**src/rtl/abs_pipe_mc.sv**
```systemverilog
// abs_pipe_mc: pipelined multi-lane two's-complement absolute value
// with valid/ready flow control and a saturating overflow counter.
module abs_pipe_mc #(
    parameter int WORD_WIDTH = 16,
    parameter int NUM_CH     = 2,
    parameter int LATENCY    = 2,
    parameter int SAT_MODE   = 1,
    parameter int CNT_WIDTH  = 8
) (
    input  logic                           clk,
    input  logic                           rst,
    input  logic                           in_valid,
    output logic                           in_ready,
    input  logic [NUM_CH*WORD_WIDTH-1:0]   in_data,
    output logic                           out_valid,
    input  logic                           out_ready,
    output logic [NUM_CH*WORD_WIDTH-1:0]   out_abs,
    output logic [NUM_CH-1:0]              out_sign,
    output logic [NUM_CH-1:0]              out_ovf,
    output logic [CNT_WIDTH-1:0]           ovf_count,
    input  logic                           cnt_clear
);

    localparam int W  = WORD_WIDTH;
    localparam int DW = NUM_CH * W;
    localparam int PW = $clog2(NUM_CH + 1);
    localparam int SW = ((CNT_WIDTH > PW) ? CNT_WIDTH : PW) + 1;

    localparam logic [W-1:0]  MIN_NEG = {1'b1, {(W-1){1'b0}}};
    localparam logic [W-1:0]  MAX_POS = {1'b0, {(W-1){1'b1}}};
    localparam logic [W-1:0]  ONE     = W'(1);
    localparam logic [SW-1:0] CNT_MAX = SW'({CNT_WIDTH{1'b1}});

    logic              w_adv;
    logic              w_accept;
    logic [DW-1:0]     w_abs;
    logic [NUM_CH-1:0] w_sign;
    logic [NUM_CH-1:0] w_ovf;
    logic [PW-1:0]     w_pop;
    logic [SW-1:0]     w_sum;

    logic [LATENCY-1:0] r_vld;
    logic [DW-1:0]      r_abs  [LATENCY];
    logic [NUM_CH-1:0]  r_sign [LATENCY];
    logic [NUM_CH-1:0]  r_ovf  [LATENCY];
    logic [CNT_WIDTH-1:0] r_cnt;

    assign out_valid = r_vld[LATENCY-1];
    assign w_adv     = ~out_valid | out_ready;
    assign in_ready  = w_adv;
    assign w_accept  = in_valid & w_adv;

    // Per-lane magnitude, sign and most-negative detection
    for (genvar k = 0; k < NUM_CH; k++) begin : g_lane
        logic [W-1:0] w_x;
        assign w_x       = in_data[k*W +: W];
        assign w_sign[k] = w_x[W-1];
        assign w_ovf[k]  = (w_x == MIN_NEG);
        assign w_abs[k*W +: W] =
            w_ovf[k] ? ((SAT_MODE != 0) ? MAX_POS : w_x) :
            w_x[W-1] ? ((~w_x) + ONE) : w_x;
    end

    // Number of overflowing lanes in the incoming beat
    always_comb begin
        w_pop = '0;
        for (int k = 0; k < NUM_CH; k++) begin
            w_pop = w_pop + PW'(w_ovf[k]);
        end
    end

    assign w_sum = SW'(r_cnt) + SW'(w_pop);

    // Lock-step shift of every stage, bubbles included
    always_ff @(posedge clk) begin
        if (rst) begin
            r_vld <= '0;
            for (int i = 0; i < LATENCY; i++) begin
                r_abs[i]  <= '0;
                r_sign[i] <= '0;
                r_ovf[i]  <= '0;
            end
        end else if (w_adv) begin
            r_vld     <= {r_vld[LATENCY-1:0], in_valid} >> 0;
            r_abs[0]  <= w_abs;
            r_sign[0] <= w_sign;
            r_ovf[0]  <= w_ovf;
            for (int i = 1; i < LATENCY; i++) begin
                r_abs[i]  <= r_abs[i-1];
                r_sign[i] <= r_sign[i-1];
                r_ovf[i]  <= r_ovf[i-1];
            end
        end
    end

    // Saturating count of overflow lanes on accepted beats
    always_ff @(posedge clk) begin
        if (rst) begin
            r_cnt <= '0;
        end else if (cnt_clear) begin
            r_cnt <= '0;
        end else if (w_accept) begin
            r_cnt <= (w_sum > CNT_MAX) ? {CNT_WIDTH{1'b1}}
                                       : w_sum[CNT_WIDTH-1:0];
        end
    end

    assign out_abs   = r_abs[LATENCY-1];
    assign out_sign  = r_sign[LATENCY-1];
    assign out_ovf   = r_ovf[LATENCY-1];
    assign ovf_count = r_cnt;

endmodule

```
**config.mk**
```make
export PLATFORM = sky130hd
export DESIGN_NAME = abs_pipe_mc
export DESIGN_NICKNAME = d
export VERILOG_FILES = /design/src/rtl/abs_pipe_mc.sv
export SDC_FILE = /design/constraint.sdc
export NUM_CORES = 1
export LEC_CHECK = 0
export BUFFER_PORTS_ARGS = -buffer_cell sky130_fd_sc_hd__buf_2
export CORE_UTILIZATION = 28
export DETAILED_ROUTE_END_ITERATION = 7
export GPL_TIMING_DRIVEN = 0
export HOLD_SLACK_MARGIN = 0.03
export PLACE_DENSITY_LB_ADDON = 0.12
export SLEW_MARGIN = 0
export SYNTH_ARGS = -nofsm -noshare
export SYNTH_HDL_FRONTEND = slang
export SYNTH_SLANG_ARGS = --single-unit
```
**constraint.sdc**
```tcl
create_clock -name clk -period 2.85 [get_ports clk]
set_input_delay 0.1425 -clock clk [delete_from_list [all_inputs] [get_ports clk]]
set_output_delay 0.1425 -clock clk [all_outputs]
set_load 0.01 [all_outputs]
```
==> reports/metrics.cfg, run 1 <==
[die]
num_rows=43
io_pins=83
dieWidth_um=122.3
core-area_mm2=0.01399
die_h_um=122.3
dieArea_mm2=0.01495
initial_core_util_pct=28.95

[detailed_routing]
drtPass1Iterations=4
vias=2748
wire_per_inst_um=13.59
vias_per_cell=4.418
antenna_left=0
wl_um=8451
drtIter0Drc=216
drc=0

[job]
max-cap-violations=0

[setup_path]
r2r-end=r_abs[0][25]$_SDFFCE_PN0P_
slowest_delay_ps=580
rrSetupSlack_ps=700
critical_path.endpoint=ovf_count[6]$_SDFFE_PP0P_
critical_path.startpoint=in_data[18]
crit_path_end_kind=flop
slowest_stage=or4_1
crit_type=in2reg
arrival_ps=2930
crit_path_start_kind=input port
worstPathCellList=buf_2 > or4_1 > or4_4 > or2_4 > inv_1 > fa_1 > ha_1 > and2_1 > and3_2 > a31oi_1 > a311oi_1
cp.required_ps=3090
crit_fanout=7
reg2reg_from=r_vld[1]$_SDFFE_PP0N_
reg2reg_depth=5

[placed_design]
place_ws_ps=-506.4
gp_congestion=0.7804
placed_cells_incl_taps=607
placed_area_mm2=0.004716
port_buffers=81
hpwlAfterDp_um=5926

[sta]
setup_ws_ps=156.6
setup_violations=0
drv_slew=0
hold_viol_final=0
max_slew.worst_pin.slew_ps=525.2
slew_headroom_pct=64.99
fin_crit_ps=2693
max_freq_mhz=371.3
skew_ps=5.916
finalCritPeriodShare_pct=94.51
rsz0062_at_grt=no

[cells_and_area]
layout_commonest_cell=buf_2
diodes=0
fin_util_pct=35.76
n_fill_cell=1431
multiInputGateArea_mm2=0.001336
fin_nets=478
stdcell_count=622
mostFrequentLayoutCells=83 x buf_2, 72 x edfxtp_1, 40 x and2_1, 36 x buf_4, 24 x a21oi_1
area_growth_pct=23.51
fin_area_mm2=0.005002
drive_above_1_share_pct=32.58
seqCellArea_mm2=0.002362

[status]
status=finished, final reports clean

[global_routing]
groute.usage.overall_pct=12.10
globalRouteOverflowTotal=0
grt_pass1_wl_um=13520
grt_pass1_vias=2590
antenna_found_initial=0
grt_max_degree=59

[clock_tree]
clk_path_buf_depth=2
post_cts_buffers=0
clock_latency_ps=330
cts_tree=done
root_buffer=clkbuf_16
clk_pin_slew_worst_paths_ps=60
cts_buffers=9
clock-sinks=82
cts_htree_levels=3

[power_and_ir_drop]
p_int_mw=2.118
p_clk_share_pct=37.4
pwr-share-comb_pct=11.1
power_mw=2.737
ir_worst_vdd_mv=0.2714
p_per_area_mw_per_mm2=547.2
power.leakage_nw=2.206
seqPwrFrac_pct=51.6
power_switching_uw=619.4
sw_frac_of_total_pct=22.63

[worst_hold_path]
hp-class=in2reg
hold_start=in_data[14]

[yosys]
ys_ff_latch=82
yosysUniqueCellTypes=40
synthFlopType=edfxtp_1
syn-num-nets=386
async_flop_share_pct=0
syn_inst=345
yosys_warnings=0
synth_enable_flop_cells=72
synth_area_mm2=0.004050
yosysSeqAreaShare_pct=58.33
synth.avg_cell_area_um2=11.74

## logic make-up after synthesis
group                      count (synthesis)  share of synthesized area, %
AOI/OAI and AO/OA                         66                         10.01
xor gates and xnor gates                  25                         5.406
DFF                                       82                         58.33
muxes                                      4                        0.9886
buffers and inverters                     67                         9.608
and+or+nand+nor                           97                         14.24
adders and majority gates                  4                         1.421
## Yosys cell counts, drive strengths merged, types with 4 or more instances
master	instances	area share (%)
edfxtp	72	53
and2	40	6.2
buf	39	7.0
a21oi	24	3.0
xor2	23	5.0
clkbuf	16	1.5
o21ai	16	2.0
inv	11	1.0
dfxtp	10	4.9
nor2	8	0.74
o31ai	7	1.3
o41ai	7	1.5
or3	7	1.1
nand2	6	0.56
or2	6	0.93
or4	6	1.2
a211oi	4	0.74
mux2i	4	0.99
nand2b	4	0.62
nand3	4	0.49
## flip-flops by register name (all words and copies together) (netlist names)
| register | flops |
|---|---|
| r_sign | 4 |
| r_ovf | 4 |
| r_abs | 64 |
| r_vld | 2 |
| ovf_count | 8 |
## power by group through the flow
stage	Clock, mW	Combinational, mW	Sequential, mW
floorplan	0	0.188	1.43
global placement	0	0.301	1.44
detailed placement	0	0.305	1.44
CTS	1.06	0.310	1.41
global route	1.10	0.341	1.42
finish	1.02	0.303	1.41
## worst max-delay path: cells and delay by family
kind | cells | cell delay [ps]
compound gates | 2 | 350
buf+inv | 2 | 230
fa+ha+maj | 2 | 380
simple gates | 5 | 1830
## layer usage
layer  global-route usage [%]  wire, um
met5                        0         0
met4                    6.174       138
met3                    2.742       380
met2                    18.79      4125
met1                    15.74      3806
## stage by stage
stage / TNS (ps) / hold slack, ps
2_1_floorplan: 0 / 211.6
3_3_place_gp: -44090 / 372.6
3_5_place_dp: -3691 / 382.7
4_1_cts: 0 / 157.4
5_1_grt: 0 / 155.2
6_report: 0 / 159.8
## what timing repair did
action                                 CTS  global route
gates resized for setup                  4             4
pin swaps                                0             0
setup endpoints to repair                8             8
hold buffers                             1             0
endpoints found under the hold margin    2             0
## cell type report
| class | count | share of cell area [%] |
|---|---|---|
| clock buffer | 11 | 4.652 |
| multi-input combinational | 196 | 26.71 |
| clock inverter | 5 | 0.4252 |
| sequential | 82 | 47.22 |
| buffer | 53 | 6.728 |
| timing repair buffer | 83 | 8.854 |
| tap | 180 | 4.502 |
| inverter | 12 | 0.9004 |
## worst min-delay path by stage
| stage | to | slack [ps] | depth (start not counted) |
|---|---|---|---|
| 2_1_floorplan | r_vld[0]$_SDFFE_PP0N_ | 210 | 1 |
| 3_3_place_gp | r_vld[0]$_SDFFE_PP0N_ | 370 | 2 |
| 3_5_place_dp | r_vld[0]$_SDFFE_PP0N_ | 380 | 2 |
| 4_1_cts | r_abs[0][14]$_SDFFCE_PN0P_ | 160 | 2 |
| 5_1_grt | r_abs[0][14]$_SDFFCE_PN0P_ | 160 | 2 |
| 6_report | r_abs[0][14]$_SDFFCE_PN0P_ | 160 | 2 |
Power figures use the tool's default switching activity.
==> inputs of run 2 (changes only) <==
--- a/config.mk
+++ b/config.mk
@@ -10,7 +10,7 @@
 export DETAILED_ROUTE_END_ITERATION = 7
 export GPL_TIMING_DRIVEN = 0
 export HOLD_SLACK_MARGIN = 0.03
-export PLACE_DENSITY_LB_ADDON = 0.12
+export PLACE_DENSITY = 0.55
 export SLEW_MARGIN = 0
 export SYNTH_ARGS = -nofsm -noshare
 export SYNTH_HDL_FRONTEND = slang
==> reports/metrics.cfg, run 2 (synthesized netlist as in run 1, its figures left out) <==
[detailed_routing]
drtPass1Iterations=4  ; unchanged
vias=2766  ; was 2748
antenna_left=0  ; unchanged
drc=0  ; unchanged
drtIter0Drc=112  ; was 216
wire_per_inst_um=13.04  ; was 13.59 um
wl_um=8086  ; was 8451 um
vias_per_cell=4.461  ; was 4.418

[sta]
whs_ps=136.8  ; was 159.8 ps
max_slew.worst_pin.slew_ps=948.2  ; was 525.2 ps
tns_ps=0  ; unchanged
skew_ps=3.777  ; was 5.916 ps
drv_slew=0  ; unchanged
hold_viol_final=0  ; unchanged
setup_violations=0  ; unchanged
slew_headroom_pct=36.79  ; was 64.99%
finalCritPeriodShare_pct=94.56  ; was 94.51%
fin_crit_ps=2695  ; was 2693 ps
max_freq_mhz=371.1  ; was 371.3 MHz
rsz0062_at_grt=no  ; unchanged

[clock_tree]
clk_pin_slew_worst_paths_ps=60  ; about the same
clock_latency_ps=330  ; about the same
clock-sinks=82  ; unchanged
cts_htree_levels=3  ; unchanged
cts_tree=done  ; unchanged
cts_buffers=9  ; unchanged
clk_path_buf_depth=2  ; unchanged
root_buffer=clkbuf_16  ; unchanged

[placed_design]
port_buffers=81  ; unchanged
hpwlAfterDp_um=5720  ; was 5926 um
placed_area_mm2=0.004688  ; was 0.004716 mm2
placed_cells_incl_taps=606  ; was 607
gp_congestion=0.8399  ; was 0.7804

[job]
max-cap-violations=0  ; unchanged

[setup_path]
cp.required_ps=3080  ; was 3090 ps
critical_path.endpoint=ovf_count[6]$_SDFFE_PP0P_  ; unchanged
reg2reg_from=r_vld[1]$_SDFFE_PP0N_  ; unchanged
reg2reg_depth=5  ; unchanged
r2r-end=r_abs[0][28]$_SDFFCE_PN0P_  ; was r_abs[0][25]$_SDFFCE_PN0P_
arrival_ps=2930  ; about the same
rrSetupSlack_ps=780  ; was 700 ps
crit_path_start_kind=input port  ; unchanged
crit_type=in2reg  ; unchanged
crit_fanout=7  ; unchanged
critical_path.startpoint=in_data[18]  ; unchanged
crit_path_end_kind=flop  ; unchanged

[cells_and_area]
fin_nets=477  ; was 478
drive_above_1_share_pct=32.73  ; was 32.58%
stdcell_count=620  ; was 622
fin_area_mm2=0.005002  ; unchanged
diodes=0  ; unchanged
largest_reg_flops=64  ; unchanged
top_register=r_abs  ; unchanged
area_growth_pct=23.51  ; unchanged
mostFrequentLayoutCells=83 x buf_2, 72 x edfxtp_1, 40 x and2_1, 36 x buf_4, 24 x a21oi_1  ; unchanged
layout_commonest_cell=buf_2  ; unchanged

[die]
io_pins=83  ; unchanged
dieArea_mm2=0.01495  ; unchanged
core-area_mm2=0.01399  ; unchanged
initial_core_util_pct=28.95  ; unchanged
die_h_um=122.3  ; unchanged
dieWidth_um=122.3  ; unchanged
num_rows=43  ; unchanged

[global_routing]
grt_pass1_wl_um=12900  ; was 13520 um
antenna_found_initial=1  ; was 0
grt_max_degree=73  ; was 59
globalRouteOverflowTotal=0  ; unchanged
grt_pass1_vias=2564  ; was 2590
groute.usage.overall_pct=11.29  ; was 12.10%

[power_and_ir_drop]
power.leakage_nw=2.205  ; was 2.206 nW
power_switching_uw=626.3  ; was 619.4 uW
sw_frac_of_total_pct=22.08  ; was 22.63%
p_per_area_mw_per_mm2=567.0  ; was 547.2 mW/mm2
seqPwrFrac_pct=49.8  ; was 51.6%
p_clk_share_pct=39.6  ; was 37.4%
ir_worst_vdd_mv=0.1898  ; was 0.2714 mV
p_int_mw=2.210  ; was 2.118 mW
pwr-share-comb_pct=10.6  ; was 11.1%

[status]
status=finished, final reports clean  ; unchanged

[worst_hold_path]
hp-class=in2reg  ; unchanged

run 2: cell count changes in the layout (fill, tap and decap cells not counted):
| cell | change |
|---|---|
| clkinv_1 | -2 |
| clkinv_4 | +2 |
| buf_16 | -1 |
| clkinv_2 | -1 |
| bufinv_16 | +1 |
| clkbuf_1 | -1 |
| or4_4 | -1 |
| or4_1 | +1 |
run 2: routing by layer:
layer / global-route usage (%) / vias to the layer above / part of all wire (%)
met1: 14.12 / 1285 / 45
met2: 18.05 / 73 / 47
met3: 2.602 / 20 / 4.8
li1: - / 1386 / -
met4: 6.021 / 2 / 2.6
met5: 0 / - / 0.16
run 2: final cells by class:
type                            count  area (um2)
Clock inverter                      5       56.30
Fill cell                        1423        8986
Timing Repair Buffer               82       415.4
Inverter                           12       45.04
Tap cell                          180       225.2
Buffer                             53       336.6
Clock buffer                       10       229.0
Multi-Input combinational cell    196        1333
Sequential cell                    82        2362
run 2: stage by stage:
stage | worst slack, ps | total power, mW | util, %
6_report | 155.0 | 2.837 | 35.76
5_1_grt | 41.44 | 2.954 | 35.76
4_1_cts | 11.86 | 2.858 | 35.65
3_5_place_dp | -574.1 | 1.739 | 33.52
3_3_place_gp | -503.3 | 1.736 | 33.46
2_1_floorplan | 163.8 | 1.620 | -
run 2: what timing repair did:
item                       4_1_cts  5_1_grt
resized for setup                3        4
hold endpoints to repair         1        0
buffers inserted                 0        0
setup endpoints to repair        8        8
hold buffers                     1        0
run 2: worst min path at each step:
stage | from | end | depth (start not counted)
2_1_floorplan | rst | r_vld[0]$_SDFFE_PP0N_ | 1
3_3_place_gp | rst | r_vld[0]$_SDFFE_PP0N_ | 2
3_5_place_dp | rst | r_vld[0]$_SDFFE_PP0N_ | 2
4_1_cts | in_data[14] | r_abs[0][14]$_SDFFCE_PN0P_ | 2
5_1_grt | in_data[14] | r_abs[0][14]$_SDFFCE_PN0P_ | 2
6_report | in_data[14] | r_abs[0][14]$_SDFFCE_PN0P_ | 2
run 2: worst max-delay path, stage by stage:
cell,delay (ps)
buf_2,130
or4_1,540
or4_1,600
or2_4,310
inv_1,80
fa_1,200
ha_1,180
and2_1,140
and3_2,240
a31oi_1,100
a311oi_1,270
run 2: power by group through the flow:
| stage | Sequential [mW] | Clock [mW] | Combinational [mW] |
|---|---|---|---|
| finish | 1.41 | 1.12 | 0.300 |
| global route | 1.42 | 1.20 | 0.332 |
| CTS | 1.41 | 1.14 | 0.303 |
| detailed placement | 1.44 | 0 | 0.300 |
| global placement | 1.44 | 0 | 0.297 |
| floorplan | 1.43 | 0 | 0.188 |
==> inputs of run 3 (changes only) <==
--- a/config.mk
+++ b/config.mk
@@ -11,6 +11,7 @@
 export GPL_TIMING_DRIVEN = 0
 export HOLD_SLACK_MARGIN = 0.03
 export PLACE_DENSITY = 0.55
+export RECOVER_POWER = 50
 export SLEW_MARGIN = 0
 export SYNTH_ARGS = -nofsm -noshare
 export SYNTH_HDL_FRONTEND = slang
==> reports/metrics.cfg, run 3 (synthesized netlist as in run 1, its figures left out) <==
[die]
num_rows=43  ; unchanged
initial_core_util_pct=28.95  ; unchanged
dieWidth_um=122.3  ; unchanged
core-area_mm2=0.01399  ; unchanged
dieArea_mm2=0.01495  ; unchanged
io_pins=83  ; unchanged
die_h_um=122.3  ; unchanged

[cells_and_area]
fin_nets=477  ; unchanged
layout_commonest_cell=edfxtp_1  ; was buf_2
largest_reg_flops=64  ; unchanged
mostFrequentLayoutCells=72 x edfxtp_1, 56 x clkbuf_1, 43 x buf_2, 30 x buf_4, 24 x a21oi_1  ; was 83 x buf_2, 72 x edfxtp_1, 40 x and2_1, 36 x buf_4, 24 x a21oi_1
top_register=r_abs  ; unchanged
fin_util_pct=35.34  ; was 35.76%
area_growth_pct=22.06  ; was 23.51%
stdcell_count=620  ; unchanged
diodes=0  ; unchanged
drive_above_1_share_pct=23.41  ; was 32.73%

[detailed_routing]
vias=2728  ; was 2766
antenna_left=0  ; unchanged
drc=0  ; unchanged
wire_per_inst_um=13.03  ; was 13.04 um
drtPass1Iterations=5  ; was 4
drtIter0Drc=102  ; was 112
vias_per_cell=4.400  ; was 4.461
wl_um=8081  ; was 8086 um

[setup_path]
cp.required_ps=3080  ; about the same
crit_family=simple AND/OR/NAND/NOR gates  ; unchanged
critPathBufInv=2  ; unchanged
crit_type=in2reg  ; unchanged
cp.depth=11  ; unchanged
arrival_ps=2930  ; about the same
worstPathCellList=buf_2 > or4_1 > or4_1 > or2_4 > inv_1 > fa_1 > ha_1 > and2_1 > and3_2 > a31oi_1 > a311oi_1  ; unchanged
crit_path_end_kind=flop  ; unchanged
slowest_delay_ps=600  ; about the same
path_common_cell=or4_1  ; unchanged
crit_path_start_kind=input port  ; unchanged
crit_fanout=7  ; unchanged
critical_path.startpoint=in_data[18]  ; unchanged
reg2reg_depth=2  ; was 5
reg2reg_from=r_vld[1]$_SDFFE_PP0N_  ; unchanged
slowest_stage=or4_1  ; unchanged

[status]
status=finished with violations  ; was finished, final reports clean
violations=capacitance limit, slew limit

[global_routing]
grt_max_degree=73  ; unchanged
grt_pass1_wl_um=12900  ; unchanged
groute.usage.overall_pct=11.29  ; unchanged
globalRouteOverflowTotal=0  ; unchanged
antenna_found_initial=1  ; unchanged
grt_pass1_vias=2564  ; unchanged

[sta]
hold_viol_final=0  ; unchanged
whs_ps=140.5  ; was 136.8 ps
fin_crit_ps=2695  ; about the same
max_freq_mhz=371.0  ; was 371.1 MHz
rsz0062_at_grt=no  ; unchanged
skew_ps=3.345  ; was 3.777 ps
tns_ps=0  ; unchanged
slew_headroom_pct=-14.17  ; was 36.79%
max_slew.worst_pin.slew_ps=1713  ; was 948.2 ps
drv_slew=73  ; was 0
finalCritPeriodShare_pct=94.57  ; was 94.56%
setup_violations=0  ; unchanged

[clock_tree]
cts_tree=done  ; unchanged
cts_buffers=9  ; unchanged
clock-sinks=82  ; unchanged
root_buffer=clkbuf_16  ; unchanged
clk_pin_slew_worst_paths_ps=60  ; about the same
cts_htree_levels=3  ; unchanged
clk_path_buf_depth=2  ; unchanged
clock_latency_ps=330  ; about the same

[power_and_ir_drop]
power.leakage_nw=2.016  ; was 2.205 nW
ir_worst_vdd_mv=0.1883  ; was 0.1898 mV
p_per_area_mw_per_mm2=570.9  ; was 567.0 mW/mm2

[placed_design]
hpwlAfterDp_um=5720  ; unchanged
placed_cells_incl_taps=606  ; unchanged
port_buffers=81  ; unchanged
gp_congestion=0.8399  ; unchanged

[job]
max-cap-violations=1  ; was 0

[worst_hold_path]
holdPathStages=2  ; unchanged
hold_start=in_data[14]  ; unchanged
hp-class=in2reg  ; unchanged

[run 3: metrics by stage]
stage	cell area [um2]	setup WS [ps]	total power [mW]
after global routing	4943	41.21	2.944
after CTS	4987	11.86	2.858
final	4943	154.7	2.822
after global placement	4681	-503.3	1.736
after floorplan	4050	163.8	1.620
after detailed placement	4688	-574.1	1.739
[run 3: cell type report]
type | instances | area [um2]
Timing Repair Buffer | 82 | 365.4
Fill cell | 1437 | 9045
Inverter | 12 | 45.04
Sequential cell | 82 | 2362
Clock buffer | 10 | 229.0
Multi-Input combinational cell | 196 | 1328
Buffer | 53 | 332.8
Tap cell | 180 | 225.2
Clock inverter | 5 | 56.30
[run 3: power breakdown]
part / internal, mW / switching (mW)
registers: 1.39 / 0.0184
logic: 0.133 / 0.157
clock network: 0.672 / 0.448
total: 2.20 / 0.623
[run 3: timing repair]
action / CTS / global route
hold endpoints to repair: 1 / 0
hold buffers: 1 / 0
endpoints found under the setup margin: 8 / 8
setup buffers: 0 / 0
resized for setup: 3 / 4
[run 3: final timing paths]
| check | slack, ps | end |
|---|---|---|
| hold reg to reg | 460 | r_vld[0]$_SDFFE_PP0N_ |
| hold / removal | 140 | r_abs[0][14]$_SDFFCE_PN0P_ |
| setup reg to reg | 570 | r_abs[0][3]$_SDFFCE_PN0P_ |
| setup / recovery | 150 | ovf_count[6]$_SDFFE_PP0P_ |
[run 3: metal layers]
layer	track usage, %	part of all wire, %
met5	0	0.16
met4	6.021	2.6
met3	2.602	5.0
met2	18.05	48
met1	14.12	45
[run 3: worst register-to-register path, cell delays in order (launching register included)]
cell and delay (ps):
dfxtp_1 330, nor2b_1 320, nand2b_2 940
